## src/rtl/imem_dmem_arbiter_pkg.sv

```systemverilog
// Shared encodings for the unified instruction/data memory arbiter:
// FSM states, legal memory latency range and requester identifiers.
package imem_dmem_arbiter_pkg;

    typedef enum logic [1:0] {
        ARB_IDLE   = 2'd0,
        ARB_WAIT_D = 2'd1,
        ARB_WAIT_I = 2'd2,
        ARB_DONE   = 2'd3
    } arb_state_e;

    typedef enum logic {
        REQ_IF = 1'b0,
        REQ_D  = 1'b1
    } req_id_e;

    localparam int MEM_LAT_MIN = 1;
    localparam int MEM_LAT_MAX = 15;

    // Memory is word-organised; byte offset bits are always dropped.
    function automatic logic [31:0] word_addr(input logic [31:0] a);
        return {a[31:2], 2'b00};
    endfunction

endpackage

```

## src/rtl/imem_dmem_arbiter_lat_timer.sv

```systemverilog
// Loadable down-counter that flags the last cycle of a memory access.
// Counts down to zero and parks there; expire is high while count is 1.
module lat_timer #(
    parameter int CNT_W = 4
) (
    input  logic             clk,
    input  logic             rst,
    input  logic             load,
    input  logic [CNT_W-1:0] load_val,
    output logic             expire
);

    logic [CNT_W-1:0] count_q, count_d;

    always_comb begin
        count_d = count_q;
        if (load) begin
            count_d = load_val;
        end else if (count_q != '0) begin
            count_d = count_q - 1'b1;
        end
    end

    always_ff @(posedge clk or posedge rst) begin
        if (rst) begin
            count_q <= '0;
        end else begin
            count_q <= count_d;
        end
    end

    assign expire = (count_q == CNT_W'(1));

endmodule

```

## src/rtl/imem_dmem_arbiter.sv

```systemverilog
// Single-port memory arbiter between IF (fetch) and MEM (load/store).
// Data has priority; one fixed-latency transaction in flight at a time.
module imem_dmem_arbiter
    import imem_dmem_arbiter_pkg::*;
#(
    parameter int MEM_LAT = 2,
    parameter int CNT_W   = 4
) (
    input  logic        clk,
    input  logic        rst,
    input  logic        if_req,
    input  logic [31:0] if_addr,
    input  logic        if_flush,
    output logic [31:0] if_rdata,
    output logic        if_valid,
    output logic        if_stall,
    input  logic        d_req,
    input  logic        d_we,
    input  logic [31:0] d_addr,
    input  logic [31:0] d_wdata,
    output logic [31:0] d_rdata,
    output logic        d_valid,
    output logic        d_stall,
    output logic        m_req,
    output logic        m_we,
    output logic [31:0] m_addr,
    output logic [31:0] m_wdata,
    input  logic [31:0] m_rdata
);

    localparam int LAT_EFF = (MEM_LAT < MEM_LAT_MIN) ? MEM_LAT_MIN :
                             (MEM_LAT > MEM_LAT_MAX) ? MEM_LAT_MAX : MEM_LAT;
    localparam logic [CNT_W-1:0] LAT_LOAD = CNT_W'(LAT_EFF);

    arb_state_e  state_q, state_d;
    logic        m_req_q, m_req_d;
    logic        m_we_q, m_we_d;
    logic [31:0] m_addr_q, m_addr_d;
    logic [31:0] m_wdata_q, m_wdata_d;
    logic [31:0] if_rdata_q, if_rdata_d;
    logic [31:0] d_rdata_q, d_rdata_d;
    logic        if_valid_q, if_valid_d;
    logic        d_valid_q, d_valid_d;
    logic        drop_q, drop_d;
    logic        timer_load;
    logic        timer_expire;
    req_id_e     wait_id;

    // Counter is loaded in the m_req cycle, so expiry lands MEM_LAT cycles later.
    lat_timer #(.CNT_W(CNT_W)) u_lat_timer (
        .clk      (clk),
        .rst      (rst),
        .load     (timer_load),
        .load_val (LAT_LOAD),
        .expire   (timer_expire)
    );

    always_comb begin
        state_d    = state_q;
        m_req_d    = 1'b0;
        m_we_d     = m_we_q;
        m_addr_d   = m_addr_q;
        m_wdata_d  = m_wdata_q;
        if_rdata_d = if_rdata_q;
        d_rdata_d  = d_rdata_q;
        if_valid_d = 1'b0;
        d_valid_d  = 1'b0;
        drop_d     = drop_q;
        timer_load = 1'b0;
        wait_id    = (state_q == ARB_WAIT_D) ? REQ_D : REQ_IF;

        case (state_q)
            ARB_IDLE: begin
                if (d_req) begin
                    state_d   = ARB_WAIT_D;
                    m_req_d   = 1'b1;
                    m_we_d    = d_we;
                    m_addr_d  = word_addr(d_addr);
                    m_wdata_d = d_wdata;
                end else if (if_req && !if_flush) begin
                    state_d   = ARB_WAIT_I;
                    m_req_d   = 1'b1;
                    m_we_d    = 1'b0;
                    m_addr_d  = word_addr(if_addr);
                    m_wdata_d = 32'h0;
                end
            end
            ARB_WAIT_D, ARB_WAIT_I: begin
                timer_load = m_req_q;
                if (wait_id == REQ_IF && if_flush) begin
                    drop_d = 1'b1;
                end
                if (timer_expire) begin
                    state_d = ARB_DONE;
                    if (wait_id == REQ_D) begin
                        d_valid_d = 1'b1;
                        if (!m_we_q) begin
                            d_rdata_d = m_rdata;
                        end
                    end else if (!(drop_q || if_flush)) begin
                        if_valid_d = 1'b1;
                        if_rdata_d = m_rdata;
                    end
                end
            end
            ARB_DONE: begin
                state_d = ARB_IDLE;
                drop_d  = 1'b0;
            end
            default: state_d = ARB_IDLE;
        endcase
    end

    always_ff @(posedge clk or posedge rst) begin
        if (rst) begin
            state_q    <= ARB_IDLE;
            m_req_q    <= 1'b0;
            m_we_q     <= 1'b0;
            m_addr_q   <= 32'h0;
            m_wdata_q  <= 32'h0;
            if_rdata_q <= 32'h0;
            d_rdata_q  <= 32'h0;
            if_valid_q <= 1'b0;
            d_valid_q  <= 1'b0;
            drop_q     <= 1'b0;
        end else begin
            state_q    <= state_d;
            m_req_q    <= m_req_d;
            m_we_q     <= m_we_d;
            m_addr_q   <= m_addr_d;
            m_wdata_q  <= m_wdata_d;
            if_rdata_q <= if_rdata_d;
            d_rdata_q  <= d_rdata_d;
            if_valid_q <= if_valid_d;
            d_valid_q  <= d_valid_d;
            drop_q     <= drop_d;
        end
    end

    // A redirect arriving in the completion cycle still suppresses the fetch.
    assign if_valid = if_valid_q & ~if_flush;
    assign d_valid  = d_valid_q;
    assign if_rdata = if_rdata_q;
    assign d_rdata  = d_rdata_q;
    assign m_req    = m_req_q;
    assign m_we     = m_we_q;
    assign m_addr   = m_addr_q;
    assign m_wdata  = m_wdata_q;
    assign if_stall = if_req & ~if_valid;
    assign d_stall  = d_req & ~d_valid;

endmodule

```

## config.mk

```make
export PLATFORM = sky130hd
export DESIGN_NAME = imem_dmem_arbiter
export DESIGN_NICKNAME = d
export VERILOG_FILES = /design/src/rtl/imem_dmem_arbiter_pkg.sv /design/src/rtl/imem_dmem_arbiter_lat_timer.sv /design/src/rtl/imem_dmem_arbiter.sv
export SDC_FILE = /design/constraint.sdc
export NUM_CORES = 1
export LEC_CHECK = 0
export BUFFER_PORTS_ARGS = -buffer_cell sky130_fd_sc_hd__buf_2
export CORE_ASPECT_RATIO = 1.2
export CORE_MARGIN = 3
export CORE_UTILIZATION = 44
export CTS_BUF_LIST = sky130_fd_sc_hd__clkbuf_4
export DETAILED_ROUTE_END_ITERATION = 8
export PLACE_DENSITY_LB_ADDON = 0.15
export SYNTH_ARGS = -nofsm -noshare
export SYNTH_HDL_FRONTEND = slang
export SYNTH_SLANG_ARGS = --single-unit
```

## constraint.sdc

```tcl
create_clock -name clk -period 3.95 [get_ports clk]
set_input_delay 0.1975 -clock clk [delete_from_list [all_inputs] [get_ports clk]]
set_output_delay 0.1975 -clock clk [all_outputs]
set_load 0.01 [all_outputs]
```

# ---- Word level (Yosys, flattened, before mapping)
# Index checks and enable logic that the tools add are counted.
dict set report word_totals {
  register_bits 139
  in_bits 134
}
dict set report op_classes {
  addsub 1
  n_eq_ne 7
  mux 26
  bitwise 9
  reduce_logical 15
}
# op count
set ops {}
lappend ops {{$mux 32} 4}
lappend ops {{$mux 1} 15}
lappend ops {{$mux 4} 2}
lappend ops {{$reduce_and 4->1} 2}
lappend ops {{$mux 2} 3}
lappend ops {{$not 1->1} 6}
lappend ops {{$pmux 2 s3} 1}
lappend ops {{$reduce_and 2->1} 3}
lappend ops {{$reduce_bool 2->1} 3}
lappend ops {{$eq 2x2->1 const B} 2}
lappend ops {{$eq 4x1->1 const B} 1}
lappend ops {{$ne 2x2->1 const B} 2}
lappend ops {{$reduce_bool 4->1} 1}
lappend ops {{$sub 4x1->4 const B} 1}
lappend ops {{$and 1x1->1} 3}
lappend ops {{$ne 3x3->1 const B} 1}
lappend ops {{$eq 2x1->1 const B} 1}
lappend ops {{$logic_and 1x1->1} 2}
lappend ops {{$logic_not 2->1} 1}
lappend ops {{$pmux 1 s2} 1}
lappend ops {{$reduce_or 2->1} 1}
lappend ops {{$logic_not 1->1} 1}
lappend ops {{$logic_or 1x1->1} 1}

# ---- Depth between registers and ports, before layout
dict set report depth {
  ltp_word 6
  depth_mapped 7
  mapped_depth_nobuf 5
}

# ---- Modules after synthesis
# Synthesis repeated with hierarchy kept, for this count alone.
dict set report hier_totals {
  hier_cells 377
  hier_area_um2 5748.0
}
# mod instances cells_per_inst area_each_um2 seq_area_each_um2
set by_module_without_submodules {}
lappend by_module_without_submodules {imem_dmem_arbiter 1 351 5481.5 3328.2}
lappend by_module_without_submodules {lat_timer 1 26 266.5 100.1}

# ---- Worst setup path after synthesis
# No wires, ideal clock.
dict set report synth_timing {
  path_type {reg2reg}
  start {reg u_lat_timer.count_q[1]}
  end {reg d_rdata_q[0], in the netlist d_rdata[0]}
  setup_time_ns 0.125
  t_arrival_ns 1.945
  path_slack_ns 1.880
  stages_incl_launch_ff 8
  n_path_buf 2
  synth_period_minus_slack_ns 2.070
  cell_sequence {dfrtp_1 > inv_1 > ha_1 > or3b_1 > or3b_1 > buf_2 > buf_6 > mux2_4}
}
dict set report synth_between {
  elab_chain_len 2
}
# element line
set synth_rtl {}
lappend synth_rtl {{start: declaration} imem_dmem_arbiter_lat_timer.sv:13} ;# logic [CNT_W-1:0] count_q, count_d;
lappend synth_rtl {{start signal: assignment} imem_dmem_arbiter_lat_timer.sv:28} ;# count_q <= count_d;
lappend synth_rtl {{$eq 4x1->1} imem_dmem_arbiter_lat_timer.sv:32} ;# assign expire = (count_q == CNT_W'(1));
lappend synth_rtl {{$reduce_and 4->1 (no line)} -}
lappend synth_rtl {{end signal: assignment} imem_dmem_arbiter.sv:133} ;# d_rdata_q <= d_rdata_d;
lappend synth_rtl {{end: declaration} imem_dmem_arbiter.sv:41} ;# logic [31:0] d_rdata_q, d_rdata_d;
# Every way passes these cells.
# A chain may end at the register's enable or synchronous reset.

# ---- Worst setup path after layout
dict set report layout_timing {
  start {reg u_lat_timer.count_q[1]}
  end {reg d_rdata_q[13], in the netlist d_rdata[13]}
}
# The elaborated chain is that of the path after synthesis.

==> key figures <==
Critical path
  • Worst Path Max Fanout: 32
  • Crit end category: register
  • Crit-path max cell delay: between 0.4 and 0.5 ns
  • CP Cell Sequence: inv_1 > ha_1 > or3b_1 > or3b_2 > buf_4 > mux2_4
  • Worst EP arrival: 2.82 ns
  • Reg2Reg Depth: 6
  • Critical Path RT: between 4 and 5 ns
  • Critical Path Stages: 6
  • Startpoint types: register
  • Crit Path Category: reg -> reg
  • Worst path slowest cell: or3b_2
  • Worst path bufs/invs: 2
  • CP top delay family: simple AND/OR/NAND/NOR gates

Die
  • Initial Utilization: 45.0%
  • Die area: around 14000 µm²
  • DIE HEIGHT: 131 µm
  • I/O pin cnt: ~270
  • DIE WIDTH: about 110 µm
  • Core Box Area: 12700 µm²
  • Site Rows: 45

Clock network
  • Clk_lat worst skew: 0.53 ns
  • Hold-fix buffers, CTS: around 110
  • Clk slew on worst S/H paths: 0.11 ns
  • Postcts setup bufs: 0
  • Clock root buffer: clkbuf_4
  • Clock Sinks: 137
  • Htree depth: 4
  • Post-CTS resize count: 0
  • Num CTS Buffers: 17
  • CTS tree: built
  • Max clock buf depth: 2

Placed design
  • Hpwl dp: between 9000 and 10000 µm
  • Final Wtd Congestion: around 0.74
  • Input/output buffers: between 200 and 300
  • Placed inst area: 7170 µm²

Pwr
  • Tot Pwr: 5.85 mW
  • Leak pwr: 4.48 nW
  • Maximum vdd drop: between 0.3 and 0.4 mV
  • Power Density: 681 nW/µm²

Global route
  • First-pass GRT wire length: 22600 µm
  • Met3 usage: 6.14%
  • Antenna violations before repair: 1
  • GRT overflow: 0
  • GR Util All Layers: around 20%
  • Grt met2 use: a little over a third
  • GR peak layer: met2
  • GRT met1 Usage: between 20% and 30%
  • Number of global-route vias before repair: about 4600
  • Largest net degree at the start of global routing: around 110

Flow run
  • Max Cap Viol: 0

Timing
  • Total negative slack: 0 ns
  • Hold Fails Final Rpt: 0
  • Final Max Tran Viols: 0
  • Highest Clock Rate: slightly above 400 MHz
  • RSZ-0062 raised after global routing: false
  • Worst slew pin tran: about 1.2 ns
  • Max_slew headroom: 23.0%
  • Setup violators final: 0
  • Fin crit share: about 60%
  • Crit path time final: around 2.4 ns
  • Clock skew: a little under 0.02 ns

Final layout
  • Most frequent cells in the layout: buf_2 (261), dfrtp_1 (137), dlygate4sd3_1 (112)
  • Design Area, Final: between 8000 and 9000 µm²
  • Fin util: 67.5%
  • Synth-to-Final Area Change: 49.9%
  • Final #Nets: 886
  • Share of post-route cells with drive strength above 1: 55.7%
  • Commonest non-fill, non-tap cell in the layout: buf_2

Synth
  • Syn Area/Cell: roughly 15 µm²
  • Seq/Total Area, Yosys: between 50% and 60%
  • Cells after Synth: approximately 370
  • Unique cell type count in the Yosys netlist: 31
  • Async SR Flop Fraction: 100%
  • Main synth FF type: dfrtp_1
  • Yosys Warn Count: 0
  • Yosys reg bits: roughly 140
  • EDFF count, synth: 0
  • Yosys top cell by area: dfrtp_1
  • Post-Syn Area: around 5700 µm²
  • Ranking of synthesized cells by area: dfrtp_1 (60%), mux2_2 (19%), mux2_4 (7.9%), a22o_1 (5.0%), ha_1 (1.5%)
  • Yosys top cell area share: 59.8%

Drt
  • Residual DRC: 0
  • TritonRoute pass-1 iters: 4
  • Routed len/inst: 16.3 µm
  • Post-Route WL: roughly 15000 µm
  • Vias per Instance: around 4.8
  • Vias: about 4400
  • Final ANT Viol Nets: 0
  • Initial DRC Count: 156

Worst hold path
  • Hold path depth: 4
  • HP Class: in -> reg

Status
  • Status: completed
==> logic make-up after synthesis <==
kind of cell	share of synthesized area (%)
simple gates	2.23
other cells	0.0654
buf+inv	2.71
fa+ha+maj	1.53
mux	27.0
compound gates	6.46
xor+xnor	0.153
flops	59.8
==> cells in the mapped netlist, drive strengths merged (2+ instances only) <==
cell type and number:
dfrtp 137, inv 8, and2 2, nand2 2, or3b 2, o22a 3, clkbuf 14, mux2 125
nor3 2, mux2i 3, ha 7, buf 10, nor2b 7, a22o 33, nor2 2, a21oi 4
==> routing by layer <==
| layer | vias to the layer above | share of wire [%] |
|---|---|---|
| met5 | - | 0 |
| met4 | 0 | 2.0 |
| met3 | 23 | 7.2 |
| met2 | 175 | 53 |
| met1 | 2145 | 38 |
| li1 | 2081 | - |
==> where the power goes <==
| part | internal, mW | total [mW] | switching, mW |
|---|---|---|---|
| clock network | 0.440 | 0.966 | 0.526 |
| registers | 2.06 | 2.41 | 0.348 |
| logic | 1.35 | 2.48 | 1.13 |
| total | 3.84 | 5.85 | 2.01 |
==> worst paths after layout <==
path	endpoint	startpoint	slack, ns
max	d_rdata[13]	u_lat_timer.count_q[1]	1.54
min	if_valid_q	if_flush	0.05
max reg2reg	d_rdata[13]	u_lat_timer.count_q[1]	1.54
min reg2reg	m_addr[27]	m_addr[27]	0.51
max in group asynchronous	m_wdata[10]	rst	2.59
min in group asynchronous	if_rdata[11]	rst	0.43
==> stage by stage <==
stage / instances / setup WS, ns / hold WS, ns
2_1_floorplan: 373 / 0.0847 / 0.330
3_3_place_gp: 778 / 1.59 / 0.414
3_5_place_dp: 778 / 1.54 / 0.419
4_1_cts: 915 / 1.53 / 0.0000701
5_1_grt: 923 / 1.46 / -0.000533
6_report: 923 / 1.54 / 0.0512
==> flip-flops by register name, indices dropped and copies added (netlist names) <==
| name | count |
|---|---|
| if_rdata | 32 |
| d_rdata | 32 |
| m_addr | 30 |
| m_req | 1 |
| drop_q | 1 |
| state_q | 2 |
| d_valid | 1 |
| u_lat_timer.count_q | 4 |
| if_valid_q | 1 |
| m_we | 1 |
| m_wdata | 32 |
==> tightest hold or removal path: cells and delay by family <==
| family | cells | cell delay [ns] |
|---|---|---|
| and+or+nand+nor | 2 | 0.17 |
| buffers and inverters | 2 | 0.17 |
==> final cells by class <==
cell class | instances | area, µm²
Inverter | 8 | 35.0
Clock buffer | 17 | 128
Tap cell | 164 | 205
Clock inverter | 15 | 173
Antenna cell | 1 | 2.50
Sequential cell | 137 | 3430
Fill cell | 935 | 4130
Timing Repair Buffer | 377 | 2460
Multi-Input combinational cell | 204 | 2160
No activity file was read; power rests on OpenSTA's default activity.
